### src/rtl/ho_pkg.sv
// ho_pkg: types and helpers shared by the uplink transmitter and its FIFO.
//   NUM_BS     : number of base stations the device can be served by
//   bs_idx_t   : base-station index (0..NUM_BS-1)
//   ul_state_t : handover controller states
//   onehot3()  : converts a BS index into the one-hot select used on the
//                per-BS valid / request buses (bit0 = BS1)
package ho_pkg;

    localparam int NUM_BS = 3;

    typedef logic [1:0] bs_idx_t;

    typedef enum logic [1:0] {
        SERVE  = 2'd0,
        DRAIN  = 2'd1,
        HO_REQ = 2'd2
    } ul_state_t;

    function automatic logic [NUM_BS-1:0] onehot3(input bs_idx_t idx);
        logic [NUM_BS-1:0] v;
        v = '0;
        case (idx)
            2'd0:    v = 3'b001;
            2'd1:    v = 3'b010;
            2'd2:    v = 3'b100;
            default: v = 3'b000;
        endcase
        return v;
    endfunction

endpackage

### src/rtl/ul_fifo.sv
// ul_fifo: small synchronous FIFO buffering device words on the uplink.
// Ports:
//   clk      : system clock, rising edge
//   reset    : asynchronous active-low reset, empties the FIFO
//   i_push   : write i_data (ignored when full)
//   i_data   : word to write
//   i_pop    : discard the head word (ignored when empty)
//   o_full   : FIFO_DEPTH words held
//   o_empty  : no words held
//   o_head   : oldest word (valid when !o_empty)
// FIFO_DEPTH must be a power of two so the pointers wrap naturally.
module ul_fifo #(
    parameter int DATA_W     = 4,
    parameter int FIFO_DEPTH = 4
) (
    input  logic              clk,
    input  logic              reset,
    input  logic              i_push,
    input  logic [DATA_W-1:0] i_data,
    input  logic              i_pop,
    output logic              o_full,
    output logic              o_empty,
    output logic [DATA_W-1:0] o_head
);

    localparam int AW = (FIFO_DEPTH > 1) ? $clog2(FIFO_DEPTH) : 1;
    localparam int CW = AW + 1;

    logic [DATA_W-1:0] r_mem [FIFO_DEPTH];
    logic [AW-1:0]     r_wr_ptr;
    logic [AW-1:0]     r_rd_ptr;
    logic [CW-1:0]     r_count;

    logic w_do_push;
    logic w_do_pop;

    assign o_full    = (r_count == CW'(FIFO_DEPTH));
    assign o_empty   = (r_count == '0);
    assign w_do_push = i_push & ~o_full;
    assign w_do_pop  = i_pop & ~o_empty;
    assign o_head    = r_mem[r_rd_ptr];

    always_ff @(posedge clk or negedge reset) begin
        if (!reset) begin
            r_wr_ptr <= '0;
            r_rd_ptr <= '0;
            r_count  <= '0;
        end else begin
            if (w_do_push) r_wr_ptr <= r_wr_ptr + 1'b1;
            if (w_do_pop)  r_rd_ptr <= r_rd_ptr + 1'b1;
            // Simultaneous push and pop leaves the occupancy unchanged.
            case ({w_do_push, w_do_pop})
                2'b10:   r_count <= r_count + 1'b1;
                2'b01:   r_count <= r_count - 1'b1;
                default: r_count <= r_count;
            endcase
        end
    end

    // Storage carries no reset: contents are only meaningful behind r_count.
    always_ff @(posedge clk) begin
        if (w_do_push) r_mem[r_wr_ptr] <= i_data;
    end

endmodule

### src/rtl/md_uplink_tx.sv
// md_uplink_tx: mobile-device uplink transmitter.
// Buffers device words and sends them to exactly one serving base station.
// The serving BS is chosen from three link-quality inputs with hysteresis;
// before switching, the buffer is drained to the old BS and a
// request/acknowledge handover is run with the target BS.
// Ports:
//   clk, reset                  : clock (rising edge), async active-low reset
//   md_valid/md_data/md_ready   : device word intake handshake
//   signalquality1..3           : BS1..BS3 link quality
//   ul_valid[2:0]/ul_data       : one-hot valid and word toward the serving BS
//   ul_ready[2:0]               : per-BS ready (only the serving bit matters)
//   ho_req[2:0]/ho_ack[2:0]     : one-hot handover request / per-BS acknowledge
//   serving_bs                  : current serving BS index (0..2)
//   ho_busy                     : draining or waiting for a handover ack
//   ho_fail                     : one-cycle pulse when a handover times out
module md_uplink_tx
    import ho_pkg::*;
#(
    parameter int DATA_W     = 4,
    parameter int SQ_W       = 8,
    parameter int HYST       = 10,
    parameter int FIFO_DEPTH = 4,
    parameter int HO_TIMEOUT = 16
) (
    input  logic              clk,
    input  logic              reset,
    input  logic              md_valid,
    input  logic [DATA_W-1:0] md_data,
    output logic              md_ready,
    input  logic [SQ_W-1:0]   signalquality1,
    input  logic [SQ_W-1:0]   signalquality2,
    input  logic [SQ_W-1:0]   signalquality3,
    output logic [2:0]        ul_valid,
    output logic [DATA_W-1:0] ul_data,
    input  logic [2:0]        ul_ready,
    output logic [2:0]        ho_req,
    input  logic [2:0]        ho_ack,
    output logic [1:0]        serving_bs,
    output logic              ho_busy,
    output logic              ho_fail
);

    localparam int CNT_W = (HO_TIMEOUT > 1) ? $clog2(HO_TIMEOUT) : 1;
    localparam int SQX_W = SQ_W + 1;
    localparam logic [SQX_W-1:0] HYST_X = SQX_W'(HYST);

    ul_state_t         r_state;
    bs_idx_t           r_serving;
    bs_idx_t           r_target;
    logic [2:0]        r_ho_req;
    logic              r_ho_fail;
    logic [CNT_W-1:0]  r_cnt;

    logic              w_full;
    logic              w_empty;
    logic              w_push;
    logic              w_pop;
    logic [DATA_W-1:0] w_head;
    bs_idx_t           w_cand;
    logic [SQ_W-1:0]   w_best_q;
    logic [SQ_W-1:0]   w_serv_q;
    logic [SQX_W-1:0]  w_threshold;
    logic              w_trigger;
    logic              w_ack;

    ul_fifo #(
        .DATA_W     (DATA_W),
        .FIFO_DEPTH (FIFO_DEPTH)
    ) u_fifo (
        .clk     (clk),
        .reset   (reset),
        .i_push  (w_push),
        .i_data  (md_data),
        .i_pop   (w_pop),
        .o_full  (w_full),
        .o_empty (w_empty),
        .o_head  (w_head)
    );

    // Intake only while serving; the FIFO drains to the old BS otherwise.
    assign md_ready   = ~w_full & (r_state == SERVE);
    assign w_push     = md_valid & md_ready;
    assign ul_valid   = (!w_empty && (r_state != HO_REQ)) ? onehot3(r_serving) : 3'b000;
    // Masking with ul_valid leaves only the serving BS's ready bit effective.
    assign w_pop      = |(ul_valid & ul_ready);
    assign ul_data    = w_head;
    assign ho_req     = r_ho_req;
    assign ho_fail    = r_ho_fail;
    assign serving_bs = r_serving;
    assign ho_busy    = (r_state != SERVE);
    assign w_ack      = |(ho_ack & onehot3(r_target));

    // Argmax with strict '>' so ties resolve to the lowest index.
    always_comb begin
        w_cand   = 2'd0;
        w_best_q = signalquality1;
        if (signalquality2 > w_best_q) begin
            w_cand   = 2'd1;
            w_best_q = signalquality2;
        end
        if (signalquality3 > w_best_q) begin
            w_cand   = 2'd2;
            w_best_q = signalquality3;
        end
    end

    always_comb begin
        case (r_serving)
            2'd1:    w_serv_q = signalquality2;
            2'd2:    w_serv_q = signalquality3;
            default: w_serv_q = signalquality1;
        endcase
    end

    // One extra bit keeps serving quality + margin from wrapping.
    assign w_threshold = {1'b0, w_serv_q} + HYST_X;
    assign w_trigger   = (w_cand != r_serving) && ({1'b0, w_best_q} >= w_threshold);

    always_ff @(posedge clk or negedge reset) begin
        if (!reset) begin
            r_state   <= SERVE;
            r_serving <= 2'd0;
            r_target  <= 2'd0;
            r_ho_req  <= 3'b000;
            r_ho_fail <= 1'b0;
            r_cnt     <= '0;
        end else begin
            r_ho_fail <= 1'b0;
            case (r_state)
                SERVE: begin
                    if (w_trigger) begin
                        r_target <= w_cand;
                        r_state  <= DRAIN;
                    end
                end
                DRAIN: begin
                    // Target is frozen; quality changes here are ignored.
                    if (w_empty) begin
                        r_cnt    <= '0;
                        r_ho_req <= onehot3(r_target);
                        r_state  <= HO_REQ;
                    end
                end
                HO_REQ: begin
                    // Ack is tested first so it wins over a same-cycle timeout.
                    if (w_ack) begin
                        r_serving <= r_target;
                        r_ho_req  <= 3'b000;
                        r_state   <= SERVE;
                    end else if (r_cnt == CNT_W'(HO_TIMEOUT - 1)) begin
                        r_ho_fail <= 1'b1;
                        r_ho_req  <= 3'b000;
                        r_state   <= SERVE;
                    end else begin
                        r_cnt <= r_cnt + 1'b1;
                    end
                end
                default: begin
                    r_ho_req <= 3'b000;
                    r_state  <= SERVE;
                end
            endcase
        end
    end

endmodule

### config.mk
export PLATFORM = sky130hd
export DESIGN_NAME = md_uplink_tx
export DESIGN_NICKNAME = d
export VERILOG_FILES = /design/src/rtl/ho_pkg.sv /design/src/rtl/ul_fifo.sv /design/src/rtl/md_uplink_tx.sv
export SDC_FILE = /design/constraint.sdc
export NUM_CORES = 1
export LEC_CHECK = 0
export ABC_AREA = 1
export BUFFER_PORTS_ARGS = -buffer_cell sky130_fd_sc_hd__buf_2
export CORE_UTILIZATION = 27
export DETAILED_ROUTE_END_ITERATION = 8
export PLACE_DENSITY = 0.43
export SETUP_SLACK_MARGIN = 0.5
export SKIP_CTS_REPAIR_TIMING = 1
export SYNTH_ARGS = -nofsm -noshare
export SYNTH_HDL_FRONTEND = slang
export SYNTH_HIERARCHICAL = 1
export SYNTH_SLANG_ARGS = --single-unit
### constraint.sdc
create_clock -name clk -period 3.3 [get_ports clk]
set_input_delay 0.66 -clock clk [delete_from_list [all_inputs] [get_ports clk]]
set_output_delay 0.66 -clock clk [all_outputs]
set_load 0.01 [all_outputs]
# ---- Yosys cells after proc, flatten, opt, wreduce, memory -nomap -nowiden
# Memories as Yosys holds them, arrays and structs flattened.
# Index checks and enable logic that the tools add are counted.
dict set report word_totals {
  register_bits 21
  ram_bits 16
  inputBits 37
  out_inout_bits 15
  elab_cells 89
  n_memories 1
}
# name words word_bits rd rd_clocked_by_memory_dff wr line
set memory_table {}
lappend memory_table {u_fifo.r_mem 4 4 1 0 1 ul_fifo.sv:29} ;# logic [DATA_W-1:0] r_mem [FIFO_DEPTH];
dict set report classes {
  addsub 6
  n_lt_le_gt_ge 3
  n_eq_ne 17
  mux 27
  n_bitwise 9
  reduce_logical 17
}
# op count
set op_table {}
lappend op_table {{case mux 3 bit (3 select lines)} 3}
lappend op_table {{greater-than comparator 8 bit} 2}
lappend op_table {{2-to-1 mux 8 bit} 2}
lappend op_table {{case mux 8 bit (2 select lines)} 1}
lappend op_table {{2-to-1 mux 3 bit} 4}
lappend op_table {{2-to-1 mux 4 bit} 3}
lappend op_table {{2-to-1 mux 2 bit} 5}
lappend op_table {{adder 8 x 4 -> 9 bit, second input constant} 1}
lappend op_table {{>= comparator 8 x 9 -> 1 bit} 1}
lappend op_table {{equality test 2 x 1 -> 1 bit, second input constant} 4}
lappend op_table {{equality test 2 bit, second input constant} 4}
lappend op_table {{!= test 2 bit, second input constant} 4}
lappend op_table {{case mux 4 bit (2 select lines)} 1}
lappend op_table {{AND 3 bit} 2}
lappend op_table {{zero test 2 bit} 3}
lappend op_table {{2-to-1 mux 1 bit} 6}
lappend op_table {{case mux 2 bit (3 select lines)} 1}
lappend op_table {{case mux 3 bit (2 select lines)} 1}
lappend op_table {{AND reduction 3 bit} 2}
lappend op_table {{nonzero test 2 bit} 3}
lappend op_table {{OR reduction 3 bit} 2}
lappend op_table {{adder 2 x 1 -> 2 bit, second input constant} 2}
lappend op_table {{adder 4 x 1 -> 4 bit, second input constant} 1}
lappend op_table {{AND 1 bit} 4}
lappend op_table {{13 further kinds} 17}

# ---- Depth between registers and ports, before layout
dict set report depth {
  word_depth 9
  ltp_mapped 40
}

# ---- Modules after synthesis
# The synthesis kept the hierarchy.
# mod instances cells_each area_each_um2 seq_area_each_um2
set by_module_without_submodules {}
lappend by_module_without_submodules {md_uplink_tx 1 285 1938.1 350.3}
lappend by_module_without_submodules {ul_fifo 1 107 1103.6 655.6}

# ---- Worst setup path after synthesis
# OpenSTA, ideal clock, no wires.
dict set report synth_timing {
  path_type {input-to-reg}
  startpoint {in signalquality1[7]}
  endpoint {reg r_target[1]}
  setup_time_ns 0.117
  arrival_ns 3.912
  slack_ns -0.728
  path_stages 33
  cell_sequence {inv_1 ha_1 nand2_1 a21oi_1 nor2_1 a21oi_2 inv_2 buf_6 nand2_1 o21ai_2 ha_1 nand2_1 nor2_1 nand4_1 nand2_2 inv_2 buf_2 nand2_1 o21ai_2 ha_1 nand2_1 nor2_1 nand2_1 nand3_1 nand2_1 nand2_1 nand2_1 nand2_1 nand2_1 nor2_2 nand2_2 nand2_1 nand2_1}
}
dict set report synth_via {
  elab_chain_cells 7
}
# element line
set synth_rtl {}
lappend synth_rtl {{from (decl)} md_uplink_tx.sv:30} ;# input logic [SQ_W-1:0] signalquality1,
lappend synth_rtl {{greater-than comparator 8 bit} md_uplink_tx.sv:97} ;# if (signalquality2 > w_best_q) begin
lappend synth_rtl {{2-to-1 mux 8 bit} md_uplink_tx.sv:97}
lappend synth_rtl {{greater-than comparator 8 bit} md_uplink_tx.sv:101} ;# if (signalquality3 > w_best_q) begin
lappend synth_rtl {{2-to-1 mux 8 bit or 2-to-1 mux 2 bit (tied branches)} md_uplink_tx.sv:101}
lappend synth_rtl {{>= comparator 8 x 9 -> 1 bit or != test 2 bit (tied branches)} md_uplink_tx.sv:117} ;# assign w_trigger = (w_cand != r_serving) && ({1'b0, w_best_q} >= w_threshold);
lappend synth_rtl {{logical AND 1 bit} md_uplink_tx.sv:117}
lappend synth_rtl {{AND reduction 2 bit (no source line)} n/a}
lappend synth_rtl {{to (signal assigned)} md_uplink_tx.sv:132} ;# r_target <= w_cand;
lappend synth_rtl {{to (decl)} md_uplink_tx.sv:49} ;# bs_idx_t r_target;
# Several ways; a longest one is shown, not always the timed one.
# A chain may end at the register's enable or synchronous reset.

# ---- Final worst setup path
dict set report layout_timing {
  startpoint {in signalquality1[4]}
  endpoint {reg r_target[0]}
}
# Same word-level chain as after synthesis.

==> impl_metrics.json <==
{
  "multi_input_area_um2": 1900,
  "synth_seq_cells": 37,
  "final_common_cell": "nand2_1",
  "use_met2_pct": 24.2,
  "register_area_um2": 1010,
  "grt_pass1_wl_mm": 12.2,
  "cts_buffers": 5,
  "worst_pin_slew_ns": 0.529,
  "worst_ep_arrival_time_ns": 3.99,
  "yosysTopAreaCell": "dfrtp_1",
  "setup_viol": 3,
  "synth_top_area_share_pct": 17.3,
  "hp-class": "in -> async",
  "rows": 38,
  "slew_viol_final": 0,
  "clockRootBuffer": "clkbuf_8",
  "drtAntennaViolNets": 0,
  "synthTopCellsByArea": "dfrtp_1 (17%), edfxtp_1 (16%), ha_1 (14%)",
  "status": "finished, violations left",
  "die_h_um": 108,
  "final-hold-violation-count": 0,
  "critical_path_class": "in -> reg",
  "leakagePower_nw": 2.11,
  "cp_max_fo": 8,
  "pwr-share-clk_pct": 9.5,
  "viasPerCell": 4.36,
  "vias": 2784,
  "power.internal_w": 0.00166,
  "layout_common_cells": "nand2_1 (101), inv_1 (54), buf_4 (50)",
  "seq_area_frac_synth_pct": 33.1,
  "antenna_found_initial": 0,
  "fin_util_pct": 38.9,
  "grt_usage_pct": 13.3,
  "drc": 0,
  "crit_slowest_cell": "ha_1",
  "grt_pass1_vias": 2661,
  "violations": "negative setup slack",
  "worstPathRequired_ns": 3.47,
  "nets": 570,
  "clk_pin_slew_worst_paths_ns": 0.07,
  "drv_cap": 0,
  "ir_worst_vdd_uv": 222,
  "final_area_um2": 4230,
  "slowest_delay_ns": 0.29,
  "power_frac_comb_pct": 67.7,
  "syn_area_um2": 3040,
  "fmax_ghz": 0.262,
  "grt_util_met3_pct": 2.35,
  "synth_cells": 392,
  "max-clock-path-buffers": 2,
  "die_w_um": 108,
  "end_kind": "flip-flop",
  "fp.dieArea_um2": 11700,
  "cp-start-kind": "input pin",
  "syn_area_per_cell_um2": 7.76,
  "met1_usage_pct": 16.5,
  "h-tree-depth": 2,
  "holdWs_ns": 0.340,
  "dp_hpwl_mm": 6.23,
  "yosysUniqueCellTypes": 34,
  "post-place-ws_ns": -1.00,
  "grt-ovfl-total": 0,
  "core_region_area_um2": 10900,
  "rsz0062_at_grt": "yes",
  "nFillCells": 1154,
  "cts_tree": "yes",
  "setup_slack_ns": -0.523,
  "r2r_slack_ns": 0.20,
  "yosys_warnings": 6,
  "gp_congestion": 0.782,
  "drt_iter0_drc": 96,
  "grt_start_max_net_pins": 22,
  "ios": 52,
  "p_per_area_nw_per_um2": 756,
  "fin_tns_setup_ns": -1.46,
  "wl_per_cell_um": 11.7,
  "area_growth_pct": 39.1,
  "start_util_pct": 27.9,
  "clk_latency_ns": 0.28,
  "drt-pass1-iter-count": 4,
  "wl_mm": 7.45,
  "synthesis.nets": 465,
  "grt-busiest-layer": "met2",
  "layout-drive-gt1-share_pct": 38.2,
  "placed_cell_area_um2": 3840,
  "clock_sinks": 37,
  "switching_share_pct": 48.0,
  "fin_crit_sh_pct": 116,
  "switchingPower_w": 0.00154,
  "power_frac_seq_pct": 22.7,
  "cpMostUsedCell": "nand2_1",
  "diodes": 0,
  "io_buffer_count": 51,
  "clock_skew_ns": 0.00659,
  "layout_min_cycle_time_ns": 3.82,
  "slew_headroom_pct": 64.7
}
==> metrics by stage <==
step           cells  total power (W)
6_report         638          0.00320
5_1_grt          638          0.00359
4_1_cts          628          0.00316
3_5_place_dp     620          0.00284
3_3_place_gp     620          0.00282
2_1_floorplan    392          0.00224
==> cell type report <==
| type | count | area share (%) |
|---|---|---|
| repair buffers | 103 | 17.9 |
| clock inverters | 3 | 0.414 |
| repair inverters | 1 | 0.207 |
| well taps | 140 | 4.14 |
| flip-flops and latches | 37 | 23.8 |
| inverters | 71 | 7.13 |
| multi-input cells | 278 | 44.8 |
| clock buffers | 5 | 1.63 |
==> critical path: cells and delay by family <==
| family | cells | cell delay [ns] |
|---|---|---|
| adder cells (fa/ha/maj) | 3 | 0.83 |
| buffers and inverters | 5 | 0.45 |
| AO/OA/AOI/OAI | 3 | 0.31 |
| AND/OR/NAND/NOR | 22 | 1.70 |
==> kinds of logic after synthesis <==
kind of cell	after synthesis	synth area share (%)
AOI/OAI and AO/OA	57	13.5
xor gates and xnor gates	7	2.02
adders and majority gates	36	15.1
buffers and inverters	77	10.5
DFF	37	33.1
and+or+nand+nor	178	25.8
==> power groups by stage <==
stage                     registers (W)  clock network [W]  logic, W
after floorplan                0.000727                  0   0.00151
after global placement         0.000738                  0   0.00208
after detailed placement       0.000734                  0   0.00210
after CTS                      0.000727           0.000320   0.00211
after global routing           0.000748           0.000338   0.00250
final                          0.000727           0.000304   0.00217
==> registers in the layout, summed over array words and instances, names as in the netlist <==
name,flops
u_fifo/r_mem,16
r_cnt,4
ho_req,3
u_fifo/r_count,3
r_state,2
r_target,2
serving_bs,2
u_fifo/r_rd_ptr,2
u_fifo/r_wr_ptr,2
ho_fail,1
==> cell usage after synthesis <==
library cell	number
a21oi_2	1
inv_1	63
nand2_1	114
edfxtp_1	16
inv_2	8
nand3_2	7
xnor2_1	3
nor2_1	20
o21ai_1	2
nand3_1	22
o21ai_0	8
nand2_2	2
a21o_1	2
o21bai_1	1
nor3_2	1
a22o_1	1
o211ai_1	9
fa_1	1
o21a_1	1
nor3b_1	1
dfrtp_1	21
o31ai_1	3
buf_4	2
nand2_4	1
nor3_1	2
a21oi_1	8
nor2_2	4
buf_6	3
nand4_1	3
or2_1	1
ha_1	35
xor2_1	4
buf_2	1
o21ai_2	21
==> metal layers <==
metal	part of all wire, %	vias to the layer above	wire [µm]
met5	0	-	0
met4	0.68	0	51
met3	2.8	4	205
met2	51	32	3790
met1	46	1273	3400
li1	-	1475	-
==> final timing paths <==
| path | endpoint | depth (start not counted) | start |
|---|---|---|---|
| max | r_target[0]$_DFFE_PN0P_ | 33 | signalquality1[4] |
| min | u_fifo/r_wr_ptr[1]$_DFFE_PN0P_ | 1 | reset |
| max reg2reg | r_target[0]$_DFFE_PN0P_ | 21 | serving_bs[0]$_DFFE_PN0P_ |
| min reg2reg | u_fifo/r_count[0]$_DFFE_PN0P_ | 1 | u_fifo/r_count[0]$_DFFE_PN0P_ |
| max in group asynchronous | r_target[0]$_DFFE_PN0P_ | 1 | reset |
| min in group clk | u_fifo/r_count[0]$_DFFE_PN0P_ | 1 | u_fifo/r_count[0]$_DFFE_PN0P_ |
No activity file was read; power rests on OpenSTA's default activity.
